## config.mk

```make
export PLATFORM = sky130hd
export DESIGN_NAME = gate_tt_sequencer
export DESIGN_NICKNAME = d
export VERILOG_FILES = /design/src/rtl/gate_tt_sequencer.sv
export SDC_FILE = /design/constraint.sdc
export NUM_CORES = 1
export LEC_CHECK = 0
export CAP_MARGIN = 5
export CORE_ASPECT_RATIO = 0.5
export CORE_MARGIN = 4
export CORE_UTILIZATION = 37
export CTS_CLUSTER_SIZE = 30
export DETAILED_ROUTE_END_ITERATION = 8
export PLACE_DENSITY = 0.67
export SETUP_SLACK_MARGIN = 0.4
export SYNTH_ARGS = -nofsm -noshare
export SYNTH_HDL_FRONTEND = slang
export SYNTH_SLANG_ARGS = --single-unit
```

## constraint.sdc

```tcl
create_clock -name clk -period 3.6 [get_ports clk]
set_input_delay 0.54 -clock clk [delete_from_list [all_inputs] [get_ports clk]]
set_output_delay 0.54 -clock clk [all_outputs]
set_load 0.01 [all_outputs]
```

## src/rtl/gate_tt_sequencer.sv

```systemverilog
// Truth-table sweep controller for a 2-input gate: drives AB=00..11, samples Y after a settle time.
// Optional GATE_TT_SEQ_STOP_ON_FAIL_EN: end the sweep on the first mismatching vector.
module gate_tt_sequencer #(
  parameter int unsigned SETTLE_CYCLES = 2
) (
  input  logic       clk,
  input  logic       rst_n,
  input  logic       start,
  input  logic [3:0] expect_tt,
  output logic       gate_a,
  output logic       gate_b,
  input  logic       gate_y,
  output logic       busy,
  output logic       done,
  output logic       pass,
  output logic [3:0] fail_mask,
  output logic [1:0] fail_idx
);

  localparam logic [3:0] SettleLoad = 4'(SETTLE_CYCLES);

  typedef enum logic [2:0] {StIdle, StDrive, StSettle, StSample, StDone} state_e;

  state_e      state_q, state_d;
  logic [1:0]  idx_q, idx_d;
  logic [3:0]  cnt_q, cnt_d;
  logic [3:0]  tt_q, tt_d;
  logic [3:0]  mask_d;
  logic [1:0]  fidx_d;
  logic        pass_d;
  logic        gate_a_d, gate_b_d;
  logic        mismatch;

  assign mismatch = (gate_y != tt_q[idx_q]);

  always_comb begin
    state_d  = state_q;
    idx_d    = idx_q;
    cnt_d    = cnt_q;
    tt_d     = tt_q;
    mask_d   = fail_mask;
    fidx_d   = fail_idx;
    pass_d   = pass;
    gate_a_d = gate_a;
    gate_b_d = gate_b;

    unique case (state_q)
      StIdle: begin
        if (start) begin
          tt_d    = expect_tt;
          mask_d  = 4'b0000;
          fidx_d  = 2'd0;
          pass_d  = 1'b0;
          idx_d   = 2'd0;
          state_d = StDrive;
        end
      end
      StDrive: begin
        cnt_d   = SettleLoad;
        state_d = (SETTLE_CYCLES == 0) ? StSample : StSettle;
      end
      StSettle: begin
        cnt_d = cnt_q - 4'd1;
        if (cnt_q == 4'd1) state_d = StSample;
      end
      StSample: begin
        if (mismatch) begin
          mask_d[idx_q] = 1'b1;
          if (fail_mask == 4'b0000) fidx_d = idx_q;
        end
`ifdef GATE_TT_SEQ_STOP_ON_FAIL_EN
        if (mismatch || idx_q == 2'd3) begin
`else
        if (idx_q == 2'd3) begin
`endif
          state_d = StDone;
        end else begin
          idx_d   = idx_q + 2'd1;
          state_d = StDrive;
        end
      end
      StDone: begin
        pass_d  = (fail_mask == 4'b0000);
        state_d = StIdle;
      end
      default: state_d = StIdle;
    endcase

    // Vector is launched together with entry into DRIVE so it is stable for the whole window.
    if (state_d == StDrive) begin
      gate_a_d = idx_d[1];
      gate_b_d = idx_d[0];
    end
  end

  always_ff @(posedge clk or negedge rst_n) begin
    if (!rst_n) begin
      state_q   <= StIdle;
      idx_q     <= 2'd0;
      cnt_q     <= 4'd0;
      tt_q      <= 4'd0;
      gate_a    <= 1'b0;
      gate_b    <= 1'b0;
      busy      <= 1'b0;
      done      <= 1'b0;
      pass      <= 1'b0;
      fail_mask <= 4'd0;
      fail_idx  <= 2'd0;
    end else begin
      state_q   <= state_d;
      idx_q     <= idx_d;
      cnt_q     <= cnt_d;
      tt_q      <= tt_d;
      gate_a    <= gate_a_d;
      gate_b    <= gate_b_d;
      // busy falls and done rises on the edge that leaves DONE
      busy      <= (state_d != StIdle);
      done      <= (state_q == StDone);
      pass      <= pass_d;
      fail_mask <= mask_d;
      fail_idx  <= fidx_d;
    end
  end

endmodule

```

Word-level counts from Yosys, hierarchy flattened. Index checks and enable logic that the tools add are counted.

Register bits after elaboration: 24. Input port bits: 8. Output and inout port bits: 11. Word-level logic and storage cells: 59.

Add/subtract/negate cells: 2. $lt $le $gt $ge: 2. Equal/unequal tests: 11. Muxes and demuxes: 21. Bitwise operators: 1. Reductions and logical operators: 11.

Operators by type and width (count): $pmux 4 s2 (2); $pmux 3 s4 (1); $mux 2 (5); $mux 3 (3); $mux 4 (2); $pmux 2 s2 (2); $eq 3x1->1 const B (2); $eq 3x2->1 const B (2); $ne 2x2->1 const B (3); $reduce_bool 2->1 (3); $eq 4x1->1 const B (1); $logic_not 4->1 (1); $or 4x4->4 (1); $reduce_and 2->1 (2); $reduce_and 4->1 (1); $sub 4x1->4 const B (1); $eq 3x3->1 const B (1); $logic_not 3->1 (1); $lt 2x3->1 const B (1); $mux 1 (3); $reduce_and 3->1 (1); $reduce_bool 3->1 (1); $add 2x1->2 const B (1); $bmux 1 s2 (1); 6 further kinds (6).

Depth between registers and ports, before layout. Gate-level depths: netlist (run 1).

Depth in word-level cells: 7. Gate-level depth with buffers: 6. Depth with buffers taken out: 5.

Worst setup path after synthesis (run 1). Ideal clock, no wire load.

Path kind: register -> register. Start: reg idx_q[0]. End: reg fail_idx[0]. Library setup time: 0.122 ns. Arrival: 1.648 ns. Required time: 3.478 ns. Path slack: 1.831 ns. Stages on the path, launching flop included: 6. Path buffers: 1. Period minus slack after synthesis: 1.769 ns. Cells stage by stage: dfrtp_1 -> buf_4 -> mux4_2 -> xnor2_2 -> a311o_1 -> a32o_1.

Word-level cells in the longest chain between the ends: 5. Elaborated cells on any way between the ends: 8. Those cells by class: eq/ne: 2; mux: 5; reduce/logical: 1.

RTL lines: from (decl) (line 25) `logic [1:0] idx_q, idx_d;`; from (signal assigned) (line 111) `idx_q <= idx_d;`; $bmux 1 s2 (line 34) `assign mismatch = (gate_y != tt_q[idx_q]);`; $mux 1 (implied by the code) (line 34); $ne 1x1->1 (line 34); $ne 2x2->1 (no line); $reduce_and 4->1 (no line); to (signal assigned) (line 121) `fail_idx <= fidx_d;`; to (decl) (line 17) `output logic [1:0] fail_idx`.

Several ways; a longest one is shown, not always the timed one. The select of a mux whose other input is x is not followed. A chain may end at the register's enable or synchronous reset.

Worst setup path after layout (run 1).
Start: reg idx_q[0]. End: reg fail_idx[1].

Word-level cells in the longest chain between the ends: 5.

RTL lines (line): $bmux 1 s2 (34); $mux 1 (implied by the code) (34); $ne 1x1->1 (34); $ne 2x2->1 (no line); $reduce_and 4->1 (no line).

No other way between the ends. The select of a mux whose other input is x is not followed.

==> metrics.cfg, run 1 <==
[global_routing]
grt_max_degree=25
grtUsageTotal=0.127
grt_pass1_wl_mm=3.86
grt_overflow=0
grt_pass1_vias=805
antenna_found_initial=0

[cells_and_area]
ff_latch_area_um2=601
fin_area_mm2=0.00138
nNetsFinal=131
fin_cells=157
final_common_cell=dfrtp_1
multiInputGateArea_um2=468
fin_util=0.505
drive_above_1_share=0.0833
antenna_cells=0
n_fill_cell=243
final_cell_mix=dfrtp_1, clkdlybuf4s50_1, nor2_1, nand2_1, o21ai_0
area_delta_synth_final_pct=23.6

[drt]
avgViaCountPerCell=5.41
wl_mm=2.32
wl_per_cell_um=14.8
vias=850
initialDrtViolationCount=88
ant_nets=0
drt_pass1_iterations=4
drc=0

[setup_path]
crit_path_top_delay_cell=mux4_2
cp-end-kind=flop
cp_cell_sequence=mux4_2, xnor2_2, a311o_1, a32o_1
crit_path_start_kind=flop
cp_slowest_stage_delay_ns=0.58
arrival_ns=2.08
cp.required_ns=3.76
critical_path.max_fanout=8
critPathKind=reg2reg

[synthesis]
syn_avg_cell_area_um2=10.6
synthTopCellsByArea=dfrtp_1, nor2_1, mux2_2
synth-seq-area-share=0.538
synth_area_leader_cell=dfrtp_1
postSynthCellCount=105
synth.net_count=115
synth.distinct_cells=32
ys_ff_latch=24
yosysTopAreaCellShare=0.538
synth_area_mm2=0.00112
yosys_warnings=0

[cts]
clockBufferDepth=2
cts_tree=yes
clk_pin_slew_ns=0.08
cts_max_level=1
cts_root_buffer=clkbuf_8
cts_setup_buffers=0
numCtsBuffers=3
cts_sinks=24
cts_resized=0
clk_latency_ns=0.27
holdBufCountCts=0

[timing]
period_share=0.532
finalHoldViolCount=0
worstMarginPinSlew_ns=1.05
slew_headroom=0.295
setup_viol=0
hold_slack_ns=0.494
min_period_ns=1.91
rsz0062_at_grt=false
fin_skew_ns=0.00646
fin_setup_tns_ns=0
fmax_ghz=0.522
maxSlewViolCount=0

[placed_design]
gp_congestion=0.761
hpwl_mm=1.69
io_buffers=18
post_dp_cell_area_mm2=0.00131
dp_cells=153

[floorplan]
design.core.area_mm2=0.00273
die_x_um=85.7
die_h_um=46.9
die_area_mm2=0.00402
start_util=0.409
row_count=13
io_pins=19

[run]
maxCapViolations=0

[worst_hold_path]
hp-class=reg2reg

[pwr]
p_leak_uw=0.000585
power-per-cell-area_mw_per_mm2=874
peakVddDrop_mv=0.350

[outcome]
status=completed

[critical path, delay by kind of cell (launching register included)]
| family | cells | cell delay (ns) |
|---|---|---|
| XOR/XNOR | 1 | 0.16 |
| AO/OA/AOI/OAI | 2 | 0.59 |
| multiplexers | 1 | 0.58 |
| flip-flops | 1 | 0.49 |
[registers in the layout (all words and copies together), names as in the netlist]
name / count
state_q: 3
cnt_q: 4
tt_q: 4
done: 1
fail_idx: 2
pass: 1
gate_a: 1
fail_mask: 4
gate_b: 1
busy: 1
idx_q: 2
[where the power goes]
group          leakage, uW  switching, uW  internal (uW)
clock            0.0000357           83.5            149
combinational     0.000243            227            251
sequential        0.000306            126            371
[worst paths after layout]
path                                    startpoint                      end  slack, ns  cells past startpoint
setup / recovery                idx_q[0]$_DFF_PN0_  fail_idx[1]$_DFFE_PN0P_       1.69                      4
hold / removal             fail_idx[1]$_DFFE_PN0P_  fail_idx[1]$_DFFE_PN0P_       0.49                      1
setup reg to reg                idx_q[0]$_DFF_PN0_  fail_idx[1]$_DFFE_PN0P_       1.69                      4
hold reg to reg            fail_idx[1]$_DFFE_PN0P_  fail_idx[1]$_DFFE_PN0P_       0.49                      1
max in group asynchronous                    rst_n     cnt_q[2]$_DFFE_PN0P_       2.12                      1
min in group asynchronous                    rst_n           busy$_DFF_PN0_       0.84                      1
[metrics by stage]
stage	power (uW)	worst slack [ns]
after floorplan	820	1.83
after global placement	962	1.55
after detailed placement	984	1.55
after CTS	1220	1.68
after global routing	1300	1.57
final	1210	1.69
[layer usage]
| metal | track usage | part of all wire |
|---|---|---|
| met5 | 0 | 0 |
| met3 | 0.0368 | 0.040 |
| met2 | 0.210 | 0.47 |
| met1 | 0.168 | 0.47 |
| met4 | 0.0379 | 0.012 |
[cells by family (layout without fill, tap and decap cells)]
kind of cell             after synthesis  in the layout  synth area share
multiplexers                           6              6            0.0694
adder cells (fa/ha/maj)                2              2            0.0224
flip-flops                            24             24             0.538
AND/OR/NAND/NOR                       32             32             0.134
AO/OA/AOI/OAI                         28             28             0.170
buffers and inverters                 11             26            0.0437
XOR/XNOR                               2              2            0.0224
[cells in the mapped netlist, drive strengths merged]
cell     count
ha           2
mux4         1
o21ai        7
a31oi        3
nor2b        3
mux2         4
o22ai        1
xnor2        2
a2bb2oi      1
buf          4
nor2        13
and2         1
a22o         2
nor4b        1
a32o         4
a311o        1
o22a         1
a21oi        6
nand2        7
mux2i        1
nor3         3
clkbuf       3
nor3b        2
nand3        1
dfrtp       24
inv          4
nor4         1
a22oi        2
[layout make-up]
| class | count | area share |
|---|---|---|
| sequential | 24 | 0.435 |
| multi-input combinational | 70 | 0.339 |
| timing repair buffer | 18 | 0.130 |
| tap | 37 | 0.0335 |
| clock buffer | 3 | 0.0299 |
| clock inverter | 1 | 0.0217 |
| inverter | 4 | 0.0109 |
Note: power is estimated with default switching activity, not from simulation.
==> run 2: changes to the inputs <==
==> constraint.sdc (replaced) <==
create_clock -name clk -period 1.95 [get_ports clk]
set_input_delay 0.2925 -clock clk [delete_from_list [all_inputs] [get_ports clk]]
set_output_delay 0.2925 -clock clk [all_outputs]
set_load 0.01 [all_outputs]
==> metrics.cfg, run 2 (synthesis results as in run 1) <==
[outcome]
status=completed

[global_routing]
met2_usage=0.230  ; +0.0201
grt_max_degree=25  ; unchanged
grt_pass1_wl_mm=4.14  ; +7.1%
grt-busiest-layer=met2
antenna_found_initial=0  ; unchanged
grtUsageTotal=0.138  ; +0.0109
met1_usage=0.183  ; +0.0148
grt_pass1_vias=849  ; +5.5%
grt_overflow=0  ; unchanged
grtUsageMet3=0.0438  ; +0.00701

[setup_path]
crit_family=multiplexers
cp_cell_sequence=mux4_2, xnor2_2, a311o_1, a32o_1
critical_path.max_fanout=2  ; -6
critPathKind=reg2reg
r2r_setup_slack_ns=0.24  ; -1.45 ns
cp_slowest_stage_delay_ns=0.54  ; -0.04 ns
cp.required_ns=2.11  ; -1.65 ns
crit_path_top_delay_cell=mux4_2
crit_path_start_kind=flop
cp-end-kind=flop
crit_buf_inv=0  ; unchanged
arrival_ns=1.88  ; -0.20 ns

[placed_design]
gp_congestion=0.755  ; -0.81%
io_buffers=18  ; unchanged
dp_cells=160  ; +4.6%
hpwl_mm=1.73  ; +2.4%

[timing]
worstMarginPinSlew_ns=0.457  ; -0.597 ns
finalHoldViolCount=0  ; unchanged
fin_skew_ns=0.00547  ; -0.000992 ns
period_share=0.878  ; +0.346
setup_viol=0  ; unchanged
fmax_ghz=0.584  ; +12%
slew_headroom=0.695  ; +0.400
min_period_ns=1.71  ; -0.202 ns
fin_setup_tns_ns=0  ; unchanged
maxSlewViolCount=0  ; unchanged
rsz0062_at_grt=true

[pwr]
combPwrFrac=0.455  ; +0.059
sw_frac_of_total=0.355  ; -0.00664
peakVddDrop_mv=0.677  ; +94%
p_clk_frac=0.184  ; -0.008
power.switching_uw=838  ; +92%
power-per-cell-area_mw_per_mm2=1610  ; +84%
p_leak_uw=0.000665  ; +14%
p_int_uw=1520  ; +97%
seq_power_share=0.361  ; -0.050

[drt]
vias=866  ; +1.9%
wl_mm=2.36  ; +1.6%
ant_nets=0  ; unchanged
drc=0  ; unchanged
initialDrtViolationCount=70  ; -20%
wl_per_cell_um=14.2  ; -3.9%
avgViaCountPerCell=5.22  ; -3.6%
drt_pass1_iterations=4  ; unchanged

[cts]
clk_pin_slew_ns=0.09  ; about the same
cts_sinks=24  ; unchanged
numCtsBuffers=3  ; unchanged
cts_max_level=1  ; unchanged
clk_latency_ns=0.27  ; about the same
cts_root_buffer=clkbuf_8
clockBufferDepth=2  ; unchanged
cts_tree=yes

[cells_and_area]
final_cell_mix=dfrtp_1, clkdlybuf4s50_1, nor2_1, buf_4
drive_above_1_share=0.171  ; +0.0872
n_fill_cell=240  ; -1.2%
final_common_cell=dfrtp_1
area_delta_synth_final_pct=31.0
antenna_cells=0  ; unchanged
fin_cells=166  ; +5.7%
nNetsFinal=140  ; +6.9%
top_regs=cnt_q: 4 flops, fail_mask: 4 flops, tt_q: 4 flops
ff_latch_area_um2=602  ; +0.21%
multiInputGateArea_um2=477  ; +1.9%

[floorplan]
design.core.area_mm2=0.00273  ; unchanged
row_count=13  ; unchanged
start_util=0.409  ; unchanged
die_h_um=46.9  ; unchanged
io_pins=19  ; unchanged
die_area_mm2=0.00402  ; unchanged
die_x_um=85.7  ; unchanged

[run]
maxCapViolations=0  ; unchanged

[worst_hold_path]
hp-class=in2async

[run 2: cell types whose count changed in the layout (fill, tap and decap cells not counted), sizes merged]
cell | previous run | this run
dlymetal6s2s | 0 | 2
buf | 0 | 9
clkdlybuf4s50 | 18 | 16
[run 2: stage by stage]
step / setup slack (ns) / util / hold WS [ns] / total power [uW] / area [um2]
after global routing: 0.165 / 0.536 / 0.395 / 2560 / 1460
after CTS: 0.243 / 0.525 / 0.379 / 2330 / 1430
after floorplan: 0.271 / - / -0.00309 / 1520 / 1120
after global placement: 0.168 / 0.499 / 0.486 / 1860 / 1360
after detailed placement: 0.123 / 0.499 / 0.498 / 1900 / 1360
final: 0.238 / 0.536 / 0.371 / 2360 / 1460
[run 2: routing by layer]
layer | wire length, um | part of all wire
met5 | 0 | 0
met4 | 8 | 0.0034
met3 | 99 | 0.042
met2 | 1130 | 0.48
met1 | 1120 | 0.47
[run 2: worst paths after layout]
path / start / cells past startpoint / end
setup / recovery: idx_q[0]$_DFF_PN0_ / 4 / fail_idx[1]$_DFFE_PN0P_
hold / removal: rst_n / 2 / busy$_DFF_PN0_
setup reg to reg: idx_q[0]$_DFF_PN0_ / 4 / fail_idx[1]$_DFFE_PN0P_
hold reg to reg: gate_b$_DFFE_PN0N_ / 2 / gate_b$_DFFE_PN0N_
max in group asynchronous: rst_n / 2 / state_q[1]$_DFF_PN0_
min in group clk: gate_b$_DFFE_PN0N_ / 2 / gate_b$_DFFE_PN0N_
[run 2: final cells by class]
type	count	share of cell area
clock buffer	3	0.0282
clock inverter	1	0.0205
inverter	4	0.0103
multi-input combinational	70	0.326
sequential	24	0.411
tap	37	0.0316
timing repair buffer	27	0.173
[run 2: power groups by stage]
stage	sequential, uW	combinational [uW]	clock, uW
after floorplan	813	708	0
after global placement	847	1010	0
after detailed placement	854	1040	0
after CTS	843	1050	443
after global routing	882	1200	470
final	851	1070	434
[run 2: what timing repair did]
| action | 4_1_cts | 5_1_grt |
|---|---|---|
| endpoints found under the setup margin | 6 | 12 |
| setup buffers | 0 | 2 |
| cloned | 0 | 0 |
| resized for setup | 0 | 5 |
| hold buffers | 0 | 0 |
| pin swaps | 0 | 1 |
[run 2: worst reg2reg max path: cells and delay by family, from the launching register on]
family	cells	cell delay (ns)
compound gates	2	0.52
xor+xnor	1	0.16
mux	1	0.54
flops	1	0.39
==> edit 1, RTL diff (settings of run 1) <==
Encoding of `state_e`: now one-hot (5 bits for 5 states).
--- a/src/rtl/gate_tt_sequencer.sv
+++ b/src/rtl/gate_tt_sequencer.sv
@@ -19,7 +19,7 @@
 
   localparam logic [3:0] SettleLoad = 4'(SETTLE_CYCLES);
 
-  typedef enum logic [2:0] {StIdle, StDrive, StSettle, StSample, StDone} state_e;
+  typedef enum logic [4:0] {StIdle = 5'b00001, StDrive = 5'b00010, StSettle = 5'b00100, StSample = 5'b01000, StDone = 5'b10000} state_e;
 
   state_e      state_q, state_d;
   logic [1:0]  idx_q, idx_d;
Check against the original RTL: no difference found for any inputs over 10 cycles, from zero or initial values and one cycle with rst_n low; not proved beyond that.
==> edit 1 against run 1 <==
  * Clock skew is 0.0024 ns lower
  * Sequential power is 13% lower
  * Sequential share of layout area is 2.2 points lower
  * Core utilization is 1.0 points lower
  * Global-route usage is 0.30 points lower
  * Cell area is 14% higher
  * Power is 21% lower
  * Area after synthesis is 17% higher
  * Sequential cell count is 2 higher
  * First-iteration DRC count is 40% lower
  * Worst setup slack better by 0.053 ns
  * Routed wire length is 11% higher
  * Critical path type unchanged
  * Critical endpoint is now fail_idx[0]
  * Largest power group unchanged
  * Highest routed layer unchanged
==> edit 1: results (changes against run 1) <==
[logic_synthesis]
synth_mux_area_frac = 0.0431  ; -0.0263
synth_adder_area_share = 0.0192  ; -0.00324
avgSynthCellArea_um2 = 9.33  ; -12%
yosysSeqAreaShare = 0.499  ; -0.0385
synth_cell_types = 39  ; +22%
synth_fp_nets = 150  ; +30%

[critical_path]
cp.arrival_ns = 2.03  ; -0.05 ns
cp_max_fo = 11  ; +3
ff2ff_setup_slack_ns = 1.74  ; +0.05 ns

[timing]
worst_pin_slew_ns = 0.899  ; -0.156 ns
period_share = 0.517  ; -0.0147

[final_layout]
drive_above_1_share = 0.0903  ; +0.00699
fill_cells = 316  ; +30%

[pwr]
peakVddDrop_v = 0.000230  ; -34%

[global_route]
grt_first_pass_wirelength_um = 4520  ; +17%
met2_usage = 0.209  ; -0.000939
grt_use_met1 = 0.155  ; -0.0128
grt_max_degree = 21  ; -16%
grt_usage = 0.124  ; -0.00304

[route]
routedLengthMet1_um = 1220  ; +11%
dr_wl_met2_um = 1250  ; +13%
num_vias = 1004  ; +18%
vias_per_cell = 4.95  ; -8.6%
dr_wl_met3_um = 89  ; -4.3%
wl_per_cell_um = 12.7  ; -14%

[outcome]
status = finished, final reports clean

[placed_design]
placed_cell_area_um2 = 1510  ; +15%
hpwlAfterDp_um = 1910  ; +13%
gp_congestion = 0.807  ; +6.0%
dp_slack_ns = 1.57  ; +0.0269 ns

## edit 1: cell type report
class	count	share of cell area
clock inverter	1	0.0190
inverter	5	0.0119
sequential	26	0.413
timing repair buffer	19	0.119
tap	48	0.0380
clock buffer	3	0.0261
multi-input combinational	101	0.373
## edit 1: power breakdown
| part | switching [mW] | internal, mW |
|---|---|---|
| sequential | 0.0758 | 0.356 |
| combinational | 0.149 | 0.137 |
| clock | 0.0912 | 0.149 |
## edit 1: worst paths after layout
check,depth (start not counted),endpoint,from
max in group asynchronous,2,state_q[0],rst_n
max reg2reg,5,fail_idx[0],idx_q[1]
min,2,tt_q[2],tt_q[2]
min in group asynchronous,1,tt_q[0],rst_n
max,5,fail_idx[0],idx_q[1]
min reg2reg,2,tt_q[2],tt_q[2]
## edit 1: worst max-delay path, stage by stage (launching register included)
cell and delay (ns):
dfrtp_1 0.58, mux2i_1 0.33, mux2i_2 0.33, nand3_1 0.10, a21o_1 0.20, a32o_2 0.21
==> edit 2, RTL diff (config.mk and constraints of run 1) <==
Without the edit above. Add a define of `GATE_TT_SEQ_STOP_ON_FAIL_EN`.
--- a/src/rtl/gate_tt_sequencer.sv
+++ b/src/rtl/gate_tt_sequencer.sv
@@ -1,5 +1,7 @@
 // Truth-table sweep controller for a 2-input gate: drives AB=00..11, samples Y after a settle time.
 // Optional GATE_TT_SEQ_STOP_ON_FAIL_EN: end the sweep on the first mismatching vector.
+`define GATE_TT_SEQ_STOP_ON_FAIL_EN
+
 module gate_tt_sequencer #(
   parameter int unsigned SETTLE_CYCLES = 2
 ) (
Behaviour: not the same (a bounded check fails within 10 cycles, from zero or initial values and one cycle with rst_n low).
==> edit 2 against run 1 <==
  * Sequential cell count unchanged
  * Worst setup slack worse by 0.037 ns
  * Routed wire length increased by 0.95%
  * Area after synthesis increased by 14%
  * Die area is 12% higher
  * Cell area rose by 12%
  * Critical endpoint is now tt_q[1]
  * Worst hold slack improved by 0.016 ns
  * Via count grew 5.3%
  * Power up 5.6%
  * Critical path type is now in2reg
==> edit 2: results (changes against run 1) <==
[outcome]
status = finished, final reports clean

[pwr]
intPower_mw = 0.805  ; +4.4%
power_per_cell_area_nw_per_um2 = 824  ; -5.7%
clock_power_mw = 0.238  ; +3%
peakVddDrop_v = 0.000258  ; -26%

[global_route]
grt_use_met3 = 0.0380  ; +0.00122
grt_first_pass_wirelength_um = 3950  ; +2.3%
grt_use_met1 = 0.140  ; -0.0284
grt_usage = 0.112  ; -0.0157

[logic_synthesis]
ys_top_cells_by_area = dfrtp_1 47%, ha_1 5.9%, mux2i_1 4.7%, mux2_4 4.7%, a21oi_1 3.5%
yosysSeqAreaShare = 0.472  ; -0.0655
synthTopCellsByCount = 24 x dfrtp_1, 12 x nor2_1, 9 x a21oi_1
synth_xor_area_frac = 0.00688  ; -0.0155
synth_mux_area_frac = 0.130  ; +0.0604
synth_cell_types = 34  ; +6.3%

[critical_path]
cp.arrival_ns = 2.11  ; +0.03 ns
critPathMaxStageDelay_ns = 0.65  ; +0.07 ns
slowest_stage = nor4b_4
path_delay_family = simple AND/OR/NAND/NOR gates

[final_layout]
fill_cells = 284  ; +17%
postLayoutCoreUtil = 0.493  ; -0.0123
final_net_count = 145  ; +11%
drive_above_1_share = 0.115  ; +0.0321

[timing]
fin_skew_ns = 0.00954  ; +0.00308 ns

[route]
vias_per_cell = 5.26  ; -2.8%
dr_wl_met3_um = 90  ; -3.2%
drtIter0Drc = 38  ; -57%

[placed_design]
placed_cell_area_um2 = 1480  ; +13%

## edit 2: cell types whose count changed after synthesis, moves of 2 or more
cell | run 1 | this run
a21o_1 | 0 | 2
a21oi_1 | 6 | 9
a31oi_1 | 3 | 0
a32o_1 | 4 | 0
a41oi_1 | 0 | 4
ha_1 | 2 | 6
mux2_4 | 0 | 4
mux2i_1 | 1 | 6
nand2_1 | 7 | 1
nand2b_1 | 0 | 2
nor3_1 | 3 | 5
o21ai_0 | 7 | 4
## edit 2: final timing paths
check,startpoint,end,depth (start not counted)
max,start,tt_q[1],3
min,gate_b,gate_b,1
max reg2reg,state_q[0],tt_q[1],2
min reg2reg,gate_b,gate_b,1
max in group asynchronous,rst_n,fail_mask[1],1
min in group asynchronous,rst_n,fail_mask[2],1
## edit 2: area by class of cell
class / count / area share
Clock buffer: 3 / 0.0267
Timing Repair Buffer: 18 / 0.117
Tap cell: 40 / 0.0324
Inverter: 5 / 0.0121
Sequential cell: 24 / 0.388
Multi-Input combinational cell: 79 / 0.405
Clock inverter: 1 / 0.0194
